## config.mk

```make
export PLATFORM = sky130hd
export DESIGN_NAME = match_scoreboard_flat
export DESIGN_NICKNAME = d
export VERILOG_FILES = /design/src/rtl/match_scoreboard_if.sv /design/src/rtl/match_scoreboard.sv /design/src/flat_wrapper.sv
export SDC_FILE = /design/constraint.sdc
export NUM_CORES = 1
export LEC_CHECK = 0
export CAP_MARGIN = 25
export CORE_MARGIN = 2
export CORE_UTILIZATION = 46
export CTS_CLUSTER_DIAMETER = 60
export DETAILED_ROUTE_END_ITERATION = 10
export PLACE_DENSITY = 0.8
export SYNTH_ARGS = -nofsm -noshare
export SYNTH_HDL_FRONTEND = slang
export SYNTH_SLANG_ARGS = --single-unit
```

## constraint.sdc

```tcl
create_clock -name clk -period 2 [get_ports clk]
set_clock_uncertainty 0.05 [all_clocks]
set_input_delay 0.6 -clock clk [delete_from_list [all_inputs] [get_ports clk]]
set_output_delay 0.6 -clock clk [all_outputs]
set_load 0.02 [all_outputs]
```

## src/rtl/match_scoreboard_if.sv

```systemverilog
// rtl/match_scoreboard_if.sv - scoreboard input events and registered match outputs
// master drives the scored/new_game levels, slave is the scoreboard itself.
interface match_scoreboard_if #(
   parameter int SCORE_W = 3
);
   logic               new_game;
   logic               player_scored;
   logic               cpu_scored;
   logic [SCORE_W-1:0] player_score;
   logic [SCORE_W-1:0] cpu_score;
   logic               player_win;
   logic               cpu_win;
   logic               game_over;
   logic               serve_player;
   logic               point_pulse;

   modport master (
      output new_game, player_scored, cpu_scored,
      input  player_score, cpu_score, player_win, cpu_win, game_over,
             serve_player, point_pulse
   );

   modport slave (
      input  new_game, player_scored, cpu_scored,
      output player_score, cpu_score, player_win, cpu_win, game_over,
             serve_player, point_pulse
   );
endinterface

```

## src/rtl/match_scoreboard.sv

```systemverilog
// rtl/match_scoreboard.sv - edge-detected point scoring, win/over FSM and serve rotation
// Optional win-by-two with deuce reload: define MATCH_SCOREBOARD_WIN_BY_TWO_EN.
module match_scoreboard #(
   parameter int SCORE_W   = 3,
   parameter int WIN_SCORE = 4,
   parameter int SERVE_PTS = 2
) (
   input logic               clk,
   input logic               rst,
   match_scoreboard_if.slave sb
);

   if (WIN_SCORE < 2 || WIN_SCORE > (2**SCORE_W) - 1) begin : g_bad_win_score
      $error("match_scoreboard: WIN_SCORE must be in 2 .. 2**SCORE_W-1");
   end
   if (SERVE_PTS < 1) begin : g_bad_serve_pts
      $error("match_scoreboard: SERVE_PTS must be >= 1");
   end

   localparam int CNT_W = (SERVE_PTS > 1) ? $clog2(SERVE_PTS) : 1;
   localparam logic [CNT_W-1:0]   CNT_LAST = CNT_W'(SERVE_PTS - 1);
   localparam logic [SCORE_W:0]   WIN_X    = (SCORE_W + 1)'(WIN_SCORE);
   localparam logic [SCORE_W:0]   ONE_X    = (SCORE_W + 1)'(1);
`ifdef MATCH_SCOREBOARD_WIN_BY_TWO_EN
   localparam logic [SCORE_W:0]   TWO_X    = (SCORE_W + 1)'(2);
   localparam logic [SCORE_W:0]   DEUCE_X  = (SCORE_W + 1)'(WIN_SCORE - 1);
`endif

   localparam logic [0:0] S_PLAY = 1'b0;
   localparam logic [0:0] S_OVER = 1'b1;

   logic [0:0]         state_q, state_d;
   logic [SCORE_W-1:0] p_score_q, p_score_d, c_score_q, c_score_d;
   logic               p_win_q, p_win_d, c_win_q, c_win_d;
   logic               serve_q, serve_d;
   logic               pulse_q, pulse_d;
   logic [CNT_W-1:0]   cnt_q, cnt_d;
   logic               p_prev_q, c_prev_q;

   logic               p_ev, c_ev;
   logic [SCORE_W-1:0] sc, ot, sc_n, ot_n;
   logic [SCORE_W:0]   sc_inc;
   logic               win;

   assign p_ev = sb.player_scored & ~p_prev_q;
   assign c_ev = sb.cpu_scored & ~c_prev_q;

   // The scoring side is muxed into sc/ot so one rule set serves both players.
   always_comb begin
      state_d   = state_q;
      p_score_d = p_score_q;
      c_score_d = c_score_q;
      p_win_d   = p_win_q;
      c_win_d   = c_win_q;
      serve_d   = serve_q;
      cnt_d     = cnt_q;
      pulse_d   = 1'b0;

      sc     = p_ev ? p_score_q : c_score_q;
      ot     = p_ev ? c_score_q : p_score_q;
      sc_inc = {1'b0, sc} + ONE_X;
      sc_n   = sc_inc[SCORE_W-1:0];
      ot_n   = ot;
      win    = 1'b0;
`ifdef MATCH_SCOREBOARD_WIN_BY_TWO_EN
      if (sc_inc >= WIN_X && sc_inc >= ({1'b0, ot} + TWO_X)) begin
         win  = 1'b1;
         sc_n = WIN_X[SCORE_W-1:0];
      end else if (sc_inc == WIN_X && {1'b0, ot} == WIN_X) begin
         sc_n = DEUCE_X[SCORE_W-1:0];
         ot_n = DEUCE_X[SCORE_W-1:0];
      end
`else
      win = (sc_inc == WIN_X);
`endif

      if (state_q == S_PLAY && (p_ev ^ c_ev)) begin
         pulse_d = 1'b1;
         if (cnt_q == CNT_LAST) begin
            cnt_d   = '0;
            serve_d = ~serve_q;
         end else begin
            cnt_d = cnt_q + 1'b1;
         end
         if (p_ev) begin
            p_score_d = sc_n;
            c_score_d = ot_n;
            p_win_d   = win;
         end else begin
            c_score_d = sc_n;
            p_score_d = ot_n;
            c_win_d   = win;
         end
         if (win) state_d = S_OVER;
      end
   end

   // Edge flops reset to 1 so a level already high at reset release never scores.
   always_ff @(posedge clk or posedge rst) begin
      if (rst) begin
         state_q   <= S_PLAY;
         p_score_q <= '0;
         c_score_q <= '0;
         p_win_q   <= 1'b0;
         c_win_q   <= 1'b0;
         serve_q   <= 1'b1;
         pulse_q   <= 1'b0;
         cnt_q     <= '0;
         p_prev_q  <= 1'b1;
         c_prev_q  <= 1'b1;
      end else begin
         p_prev_q <= sb.player_scored;
         c_prev_q <= sb.cpu_scored;
         if (sb.new_game) begin
            state_q   <= S_PLAY;
            p_score_q <= '0;
            c_score_q <= '0;
            p_win_q   <= 1'b0;
            c_win_q   <= 1'b0;
            serve_q   <= 1'b1;
            pulse_q   <= 1'b0;
            cnt_q     <= '0;
         end else begin
            state_q   <= state_d;
            p_score_q <= p_score_d;
            c_score_q <= c_score_d;
            p_win_q   <= p_win_d;
            c_win_q   <= c_win_d;
            serve_q   <= serve_d;
            pulse_q   <= pulse_d;
            cnt_q     <= cnt_d;
         end
      end
   end

   assign sb.player_score = p_score_q;
   assign sb.cpu_score    = c_score_q;
   assign sb.player_win   = p_win_q;
   assign sb.cpu_win      = c_win_q;
   assign sb.game_over    = state_q;
   assign sb.serve_player = serve_q;
   assign sb.point_pulse  = pulse_q;

endmodule

```

## src/flat_wrapper.sv

```systemverilog
// flat-port wrapper written by rule: the top's interface ports become plain ports
module match_scoreboard_flat 
#(
   parameter int SCORE_W   = 3,
   parameter int WIN_SCORE = 4,
   parameter int SERVE_PTS = 2
)
  (clk, rst, sb_new_game, sb_player_scored, sb_cpu_scored, sb_player_score, sb_cpu_score, sb_player_win, sb_cpu_win, sb_game_over, sb_serve_player, sb_point_pulse);
  match_scoreboard_if #(.SCORE_W(SCORE_W)) sb_i ();
  input logic clk;
  input logic rst;
  input wire logic [$bits(sb_i.new_game)-1:0] sb_new_game;
  input wire logic [$bits(sb_i.player_scored)-1:0] sb_player_scored;
  input wire logic [$bits(sb_i.cpu_scored)-1:0] sb_cpu_scored;
  output wire logic [$bits(sb_i.player_score)-1:0] sb_player_score;
  output wire logic [$bits(sb_i.cpu_score)-1:0] sb_cpu_score;
  output wire logic [$bits(sb_i.player_win)-1:0] sb_player_win;
  output wire logic [$bits(sb_i.cpu_win)-1:0] sb_cpu_win;
  output wire logic [$bits(sb_i.game_over)-1:0] sb_game_over;
  output wire logic [$bits(sb_i.serve_player)-1:0] sb_serve_player;
  output wire logic [$bits(sb_i.point_pulse)-1:0] sb_point_pulse;
  assign sb_i.new_game = sb_new_game;
  assign sb_i.player_scored = sb_player_scored;
  assign sb_i.cpu_scored = sb_cpu_scored;
  assign sb_player_score = sb_i.player_score;
  assign sb_cpu_score = sb_i.cpu_score;
  assign sb_player_win = sb_i.player_win;
  assign sb_cpu_win = sb_i.cpu_win;
  assign sb_game_over = sb_i.game_over;
  assign sb_serve_player = sb_i.serve_player;
  assign sb_point_pulse = sb_i.point_pulse;
  match_scoreboard #(.SCORE_W(SCORE_W), .WIN_SCORE(WIN_SCORE), .SERVE_PTS(SERVE_PTS)) u_core (.clk(clk), .rst(rst), .sb(sb_i));
endmodule
```

==> impl_results.md, run 1 <==
* Status: finished, final reports clean
* CTS Buffer Depth at 2
* Post-Syn Nets at 72
* Total global routing overflow at 0
* CTS H-tree depth at 1
* Fin util at 70.8%
* Placeable Area at 0.00132 sq mm
* Critical Path RT at 1.35 ns
* Mean Syn Cell Area at 9.97 sq um
* Crit Path Class: reg -> out
* Critical path's top delay family: buffers and inverters
* Fill count at 95
* Pwr dens at 646 mW/mm^2
* Std-Cell Rows at 13
* CP max FO at 4
* Syn. warnings at 0
* Nets at 97
* Fin area at 932 sq um
* Max Cap Viol at 0
* Final cycle utilization of the critical path at 99.7%
* Library cells used by synthesis at 19
* Minimum clock period at 1.99 ns
* F_max at 502 MHz
* Vias/cell at 4.98
* Ports at 16
* CP Capture Type: primary output
* Post-CTS Setup Bufs at 0
* Cells along the critical path: clkdlybuf4s50_1
* Routed via count at 523
* Routed WL per cell at 12.8 um
* Synthesis-stage register bit count at 14
* Die width at 41.8 um
* # setup viols final at 0
* Slew @ Worst Pin at 0.506 ns
* Total GRT Usage at 16.4%
* Routability congestion estimate at 0.769
* Initial antenna violation count at 0
* DP Wirelength at 934 um
* DRT Pass-1 Iters at 2
* Area after DPL at 873 sq um
* Max stage delay on crit path at 0.65 ns
* Cell count after synthesis at 66
* Setup TNS at 0 ns
* Crit path buffers/inverters at 1
* Synthesized area at 658 sq um
* Root buffer cell: clkbuf_4
* Layout cells sized above 1 at 26.7%
* Die H at 41.8 um
* CTS Sinks at 14
* Antenna cell count at 0
* Register area share after synthesis at 53.8%
* Antenna Nets Post-Route at 0
* Area grow syn2layout at 41.6%
* Largest net degree at the start of global routing at 15
* Routed WL at 1340 um
* First-pass GRT wire length at 2080 um
* WP data arrival at 1.34 ns
* Slowest CP cell: clkdlybuf4s50_1
* Worst skew pair latency at 0.28 ns
* CTS tree: done
* Die ar. at 0.00175 sq mm
* Min-Delay Path Class: reg -> reg
* Slew Viols, Final at 0
* Clock transition at the registers of the reported paths at 0.08 ns
* Vias in the first global route at 483
* CP startpoint kind: register
* Hold_buf cts at 0
* DR iter-0 viols at 4
* Max-slew headroom at 66.3%
* Starting Density at 50.0%
* Peak VDD IR at 0.507 mV
* # DRC at 0
* Port-buffer cells at 15
* Lkg Pwr at 0.448 nW
* Cts bufs inserted at 3
* Final Hold Fails at 0
[cells in the final DEF (no fill, tap or decap), types with 3 or more instances in the layout]
cell type        count
dfstp_2              3
dfrtp_1             11
clkdlybuf4s50_1     12
nor2_1               7
a21oi_1              5
clkbuf_4             3
buf_4                8
nand2_1             10
nor2b_1              4
or3_4                3
mux2i_1              3
[layer usage]
layer	share of wire (%)	vias to the layer above	track usage, %
met5	0	-	0
met4	0.89	0	11.6
met3	3.6	2	5.22
met2	50	11	24.4
met1	45	245	19.9
li1	-	265	-
[state kept, by name, indices dropped and copies added, names as in the netlist]
name	flops
u_core.sb.game_over	1
u_core.sb.player_win	1
u_core.c_prev_q	1
u_core.sb.serve_player	1
u_core.cnt_q	1
u_core.sb.cpu_win	1
u_core.sb.player_score	3
u_core.sb.point_pulse	1
u_core.sb.cpu_score	3
u_core.p_prev_q	1
[through the flow]
step                worst slack, ns  hold slack, ns  power (W)  instances
floorplan                     0.252           0.437   0.000359         66
global placement             -0.222           0.461   0.000400        101
detailed placement           -0.263           0.468   0.000402        101
CTS                          0.0214           0.480   0.000604        105
global route                -0.0394           0.522   0.000629        105
finish                      0.00598           0.479   0.000602        105
[final timing paths]
path,cells after the start,endpoint,from,slack (ns)
max in group asynchronous,2,u_core.sb.serve_player$_DFFE_PP1P_,rst,0.96
min,2,u_core.sb.cpu_win$_DFFE_PP0P_,u_core.sb.cpu_win$_DFFE_PP0P_,0.48
max reg2reg,7,u_core.sb.cpu_win$_DFFE_PP0P_,u_core.p_prev_q$_DFF_PP1_,0.36
min in group asynchronous,2,u_core.sb.player_win$_DFFE_PP0P_,rst,0.59
min reg2reg,2,u_core.sb.cpu_win$_DFFE_PP0P_,u_core.sb.cpu_win$_DFFE_PP0P_,0.48
max,1,sb_player_score[2],u_core.sb.player_score[2]$_DFFE_PP0P_,0.006
[synth_stat cells (all sizes together)]
cell,instances,share of area [%]
inv,2,1.1
a31oi,1,0.95
buf,2,1.5
nor2b,5,5.9
mux2,1,1.7
ha,1,1.9
nor2,7,4.0
o21ai,2,1.5
nand2b,3,4.0
xor2,2,2.7
dfstp,3,12
clkbuf,1,0.57
dfrtp,11,42
nand2,10,5.7
mux2i,3,4.6
a21oi,7,5.3
or3,5,4.8
[layout make-up]
cell class / count / area, sq um / share of cell area, %
multi-input cells: 47 / 305 / 32.8
flip-flops and latches: 14 / 354 / 38.0
inverters: 2 / 7.51 / 0.805
clock buffers: 4 / 36.3 / 3.89
repair buffers: 23 / 210 / 22.6
well taps: 15 / 18.8 / 2.01
[kinds of logic (layout without fill, tap and decap cells)]
kind of cell             after synthesis  after routing  synth area share [%]
AO/OA/AOI/OAI                         10             10                  7.79
XOR/XNOR                               2              2                  2.66
adder cells (fa/ha/maj)                1              1                  1.90
buffers and inverters                  5             29                  3.23
flip-flops                            14             14                  53.8
multiplexers                           4              4                  6.27
AND/OR/NAND/NOR                       30             30                  24.3
[timing repair]
item	CTS	global route
gates cloned	0	0
gates resized for setup	2	8
setup endpoints to repair	2	5
[where the power goes]
| group | switching [W] | total [W] | internal, W |
|---|---|---|---|
| Combinational | 0.0000455 | 0.0000931 | 0.0000475 |
| Sequential | 0.00000839 | 0.000305 | 0.000297 |
| Clock | 0.0000933 | 0.000204 | 0.000111 |
Power figures use the tool's default switching activity.
==> inputs of run 2 (changes only) <==
- CTS_CLUSTER_SIZE: not set -> 40
- HOLD_SLACK_MARGIN: not set -> 0.12
==> results of run 2 <==
Final layout, timing and power as in run 1 (identical DEF).
==> inputs of run 3 (changes only) <==
- REMOVE_ABC_BUFFERS: not set -> 1
==> impl_results.md, run 3 (synthesis results as in run 1) <==
* CTS H-tree depth at 1 (unchanged)
* Hold_ws at 0.470 ns (-0.00903 ns)
* Ports at 16 (unchanged)
* Hold_buf cts at 0 (unchanged)
* Total global routing overflow at 0 (unchanged)
* Total GRT Usage at 18.6% (+2.2 points)
* Vias in the first global route at 536 (+11%)
* Routed via count at 539 (+3.1%)
* Routed WL per cell at 13.1 um (+2.6%)
* Vias/cell at 5.08 (+2.1%)
* Die width at 41.8 um (unchanged)
* # DRC at 0 (unchanged)
* Die ar. at 0.00175 sq mm (unchanged)
* DP Wirelength at 1010 um (+7.8%)
* Critical path's top delay family: buffers and inverters
* Final Hold Fails at 0 (unchanged)
* CTS Sinks at 14 (unchanged)
* DRT Pass-1 Iters at 5 (+3)
* F_max at 511 MHz (+1.9%)
* R2r setup slk at 0.32 ns (-0.04 ns)
* Slew Viols, Final at 0 (unchanged)
* Largest net degree at the start of global routing at 15 (unchanged)
* Cells along the critical path: clkdlybuf4s50_1
* Non-filler cells in the finished layout at 106 (+0.95%)
* WP depth at 1 (unchanged)
* Most common cell after layout, fill and taps aside: dfrtp_1
* Final cycle utilization of the critical path at 97.9% (-1.8 points)
* Routability congestion estimate at 0.739 (-3.8%)
* Max-slew headroom at 64.7% (-1.6 points)
* Antenna Nets Post-Route at 0 (unchanged)
* Initial antenna violation count at 0 (unchanged)
* DR iter-0 viols at 6 (+2)
* Routed WL at 1390 um (+3.6%)
* Port-buffer cells at 15 (unchanged)
* Crit path buffers/inverters at 1 (unchanged)
* Lkg Pwr at 0.493 nW (+10%)
* CP Capture Type: primary output
* Slew @ Worst Pin at 0.529 ns (+0.0233 ns)
* Reg2Reg Capture Point: u_core.sb.cpu_win$_DFFE_PP0P_
* Std-Cell Rows at 13 (unchanged)
* Worst skew pair latency at 0.31 ns (+0.03 ns)
* Clock transition at the registers of the reported paths at 0.10 ns (+0.02 ns)
* Minimum clock period at 1.96 ns (-0.0364 ns)
* Critical Path Sink: sb_player_score[1]
* DP Cell Count at 102 (+0.99%)
* Total chip power at 0.000582 W (-3.4%)
* Setup TNS at 0 ns (unchanged)
* CTS Buffer Depth at 2 (unchanged)
* # setup viols final at 0 (unchanged)
* CP startpoint kind: register
* Reg2reg start: u_core.p_prev_q$_DFF_PP1_
* Crit Path Class: reg -> out
* First-pass GRT wire length at 2400 um (+15%)
* Worst R2R Path Depth at 7 (unchanged)
* Cts bufs inserted at 3 (unchanged)
* Peak VDD IR at 0.478 mV (-5.7%)
* Pwr dens at 622 mW/mm^2 (-3.8%)
* Layout cells sized above 1 at 25.3% (-1.4 points)
* Critical Path RT at 1.35 ns (about the same)
* Max Cap Viol at 0 (unchanged)
* Root buffer cell: clkbuf_4
* Area grow syn2layout at 42.2%
* WP data arrival at 1.31 ns (-0.03 ns)
* Most frequent cells in the layout: 11 x dfrtp_1, 10 x nand2_1, 9 x clkdlybuf4s50_1
* CTS tree: done
* Worst Setup SP: u_core.sb.player_score[1]$_DFFE_PP0P_
* Max stage delay on crit path at 0.61 ns (-0.04 ns)
* Slowest CP cell: clkdlybuf4s50_1
* Nets at 98 (+1.0%)
* Fill count at 99 (+4.2%)
* Die H at 41.8 um (unchanged)
* CP max FO at 3 (-1)
* RSZ-0062 raised after global routing: false
* Status: finished, final reports clean
* Antenna cell count at 0 (unchanged)
* Min-Delay Path Class: reg -> reg
* Starting Density at 50.0% (unchanged)
* Placeable Area at 0.00132 sq mm (unchanged)
==> run 3: cell count changes in the layout (fill, tap and decap cells not counted) <==
| cell | previous run | this run |
|---|---|---|
| buf_6 | 0 | 1 |
| or3_1 | 2 | 3 |
| dlymetal6s2s_1 | 1 | 4 |
| clkbuf_8 | 1 | 0 |
| clkbuf_1 | 0 | 1 |
| clkdlybuf4s50_1 | 12 | 9 |
| or3_4 | 3 | 2 |
==> run 3: worst min-delay path: stages, from the launching register on <==
cell and delay [ns]:
dfrtp_1 0.38, nand2_1 0.06, a21oi_1 0.05
==> run 3: where the power goes <==
part,internal [W],switching [W]
combinational,0.0000472,0.0000458
sequential,0.000297,0.00000825
clock,0.0000779,0.000106
==> run 3: final cells by class <==
cell class                      count  area, sq um  area share [%]
Inverter                            2         7.51           0.802
Multi-Input combinational cell     47          300            32.1
Timing Repair Buffer               24          229            24.5
Tap cell                           15         18.8            2.01
Sequential cell                    14          354            37.8
Clock buffer                        4         26.3            2.81
==> run 3: routing by layer <==
metal / global-route usage (%) / vias up / part of all wire [%]
met5: 0 / - / 0
met4: 11.6 / 0 / 3.0
met3: 4.35 / 5 / 5.6
met2: 30.6 / 17 / 51
met1: 21.6 / 252 / 40
li1: - / 265 / -
==> run 3: worst min path at each step <==
| stage | start | to | depth (start not counted) |
|---|---|---|---|
| after floorplan | rst | u_core.cnt_q$_DFFE_PP0P_ | 1 |
| after global placement | u_core.sb.cpu_win$_DFFE_PP0P_ | u_core.sb.cpu_win$_DFFE_PP0P_ | 2 |
| after detailed placement | u_core.sb.cpu_win$_DFFE_PP0P_ | u_core.sb.cpu_win$_DFFE_PP0P_ | 2 |
| after CTS | u_core.sb.cpu_win$_DFFE_PP0P_ | u_core.sb.cpu_win$_DFFE_PP0P_ | 2 |
| after global routing | u_core.sb.cpu_win$_DFFE_PP0P_ | u_core.sb.cpu_win$_DFFE_PP0P_ | 2 |
| final | u_core.sb.cpu_win$_DFFE_PP0P_ | u_core.sb.cpu_win$_DFFE_PP0P_ | 2 |
==> run 3: repair_timing <==
action / CTS / global route
buffers inserted: 0 / 0
pin swaps: 0 / 1
endpoints found under the setup margin: 2 / 7
resized for setup: 2 / 11
==> run 3: per-stage QoR <==
step | instance area [sq um] | worst slack (ns) | util [%]
finish | 936 | 0.0423 | 71.0
global route | 936 | 0.0134 | 71.0
CTS | 905 | 0.00833 | 68.7
detailed placement | 881 | -0.284 | 66.9
global placement | 881 | -0.213 | 66.9
floorplan | 644 | 0.289 | -
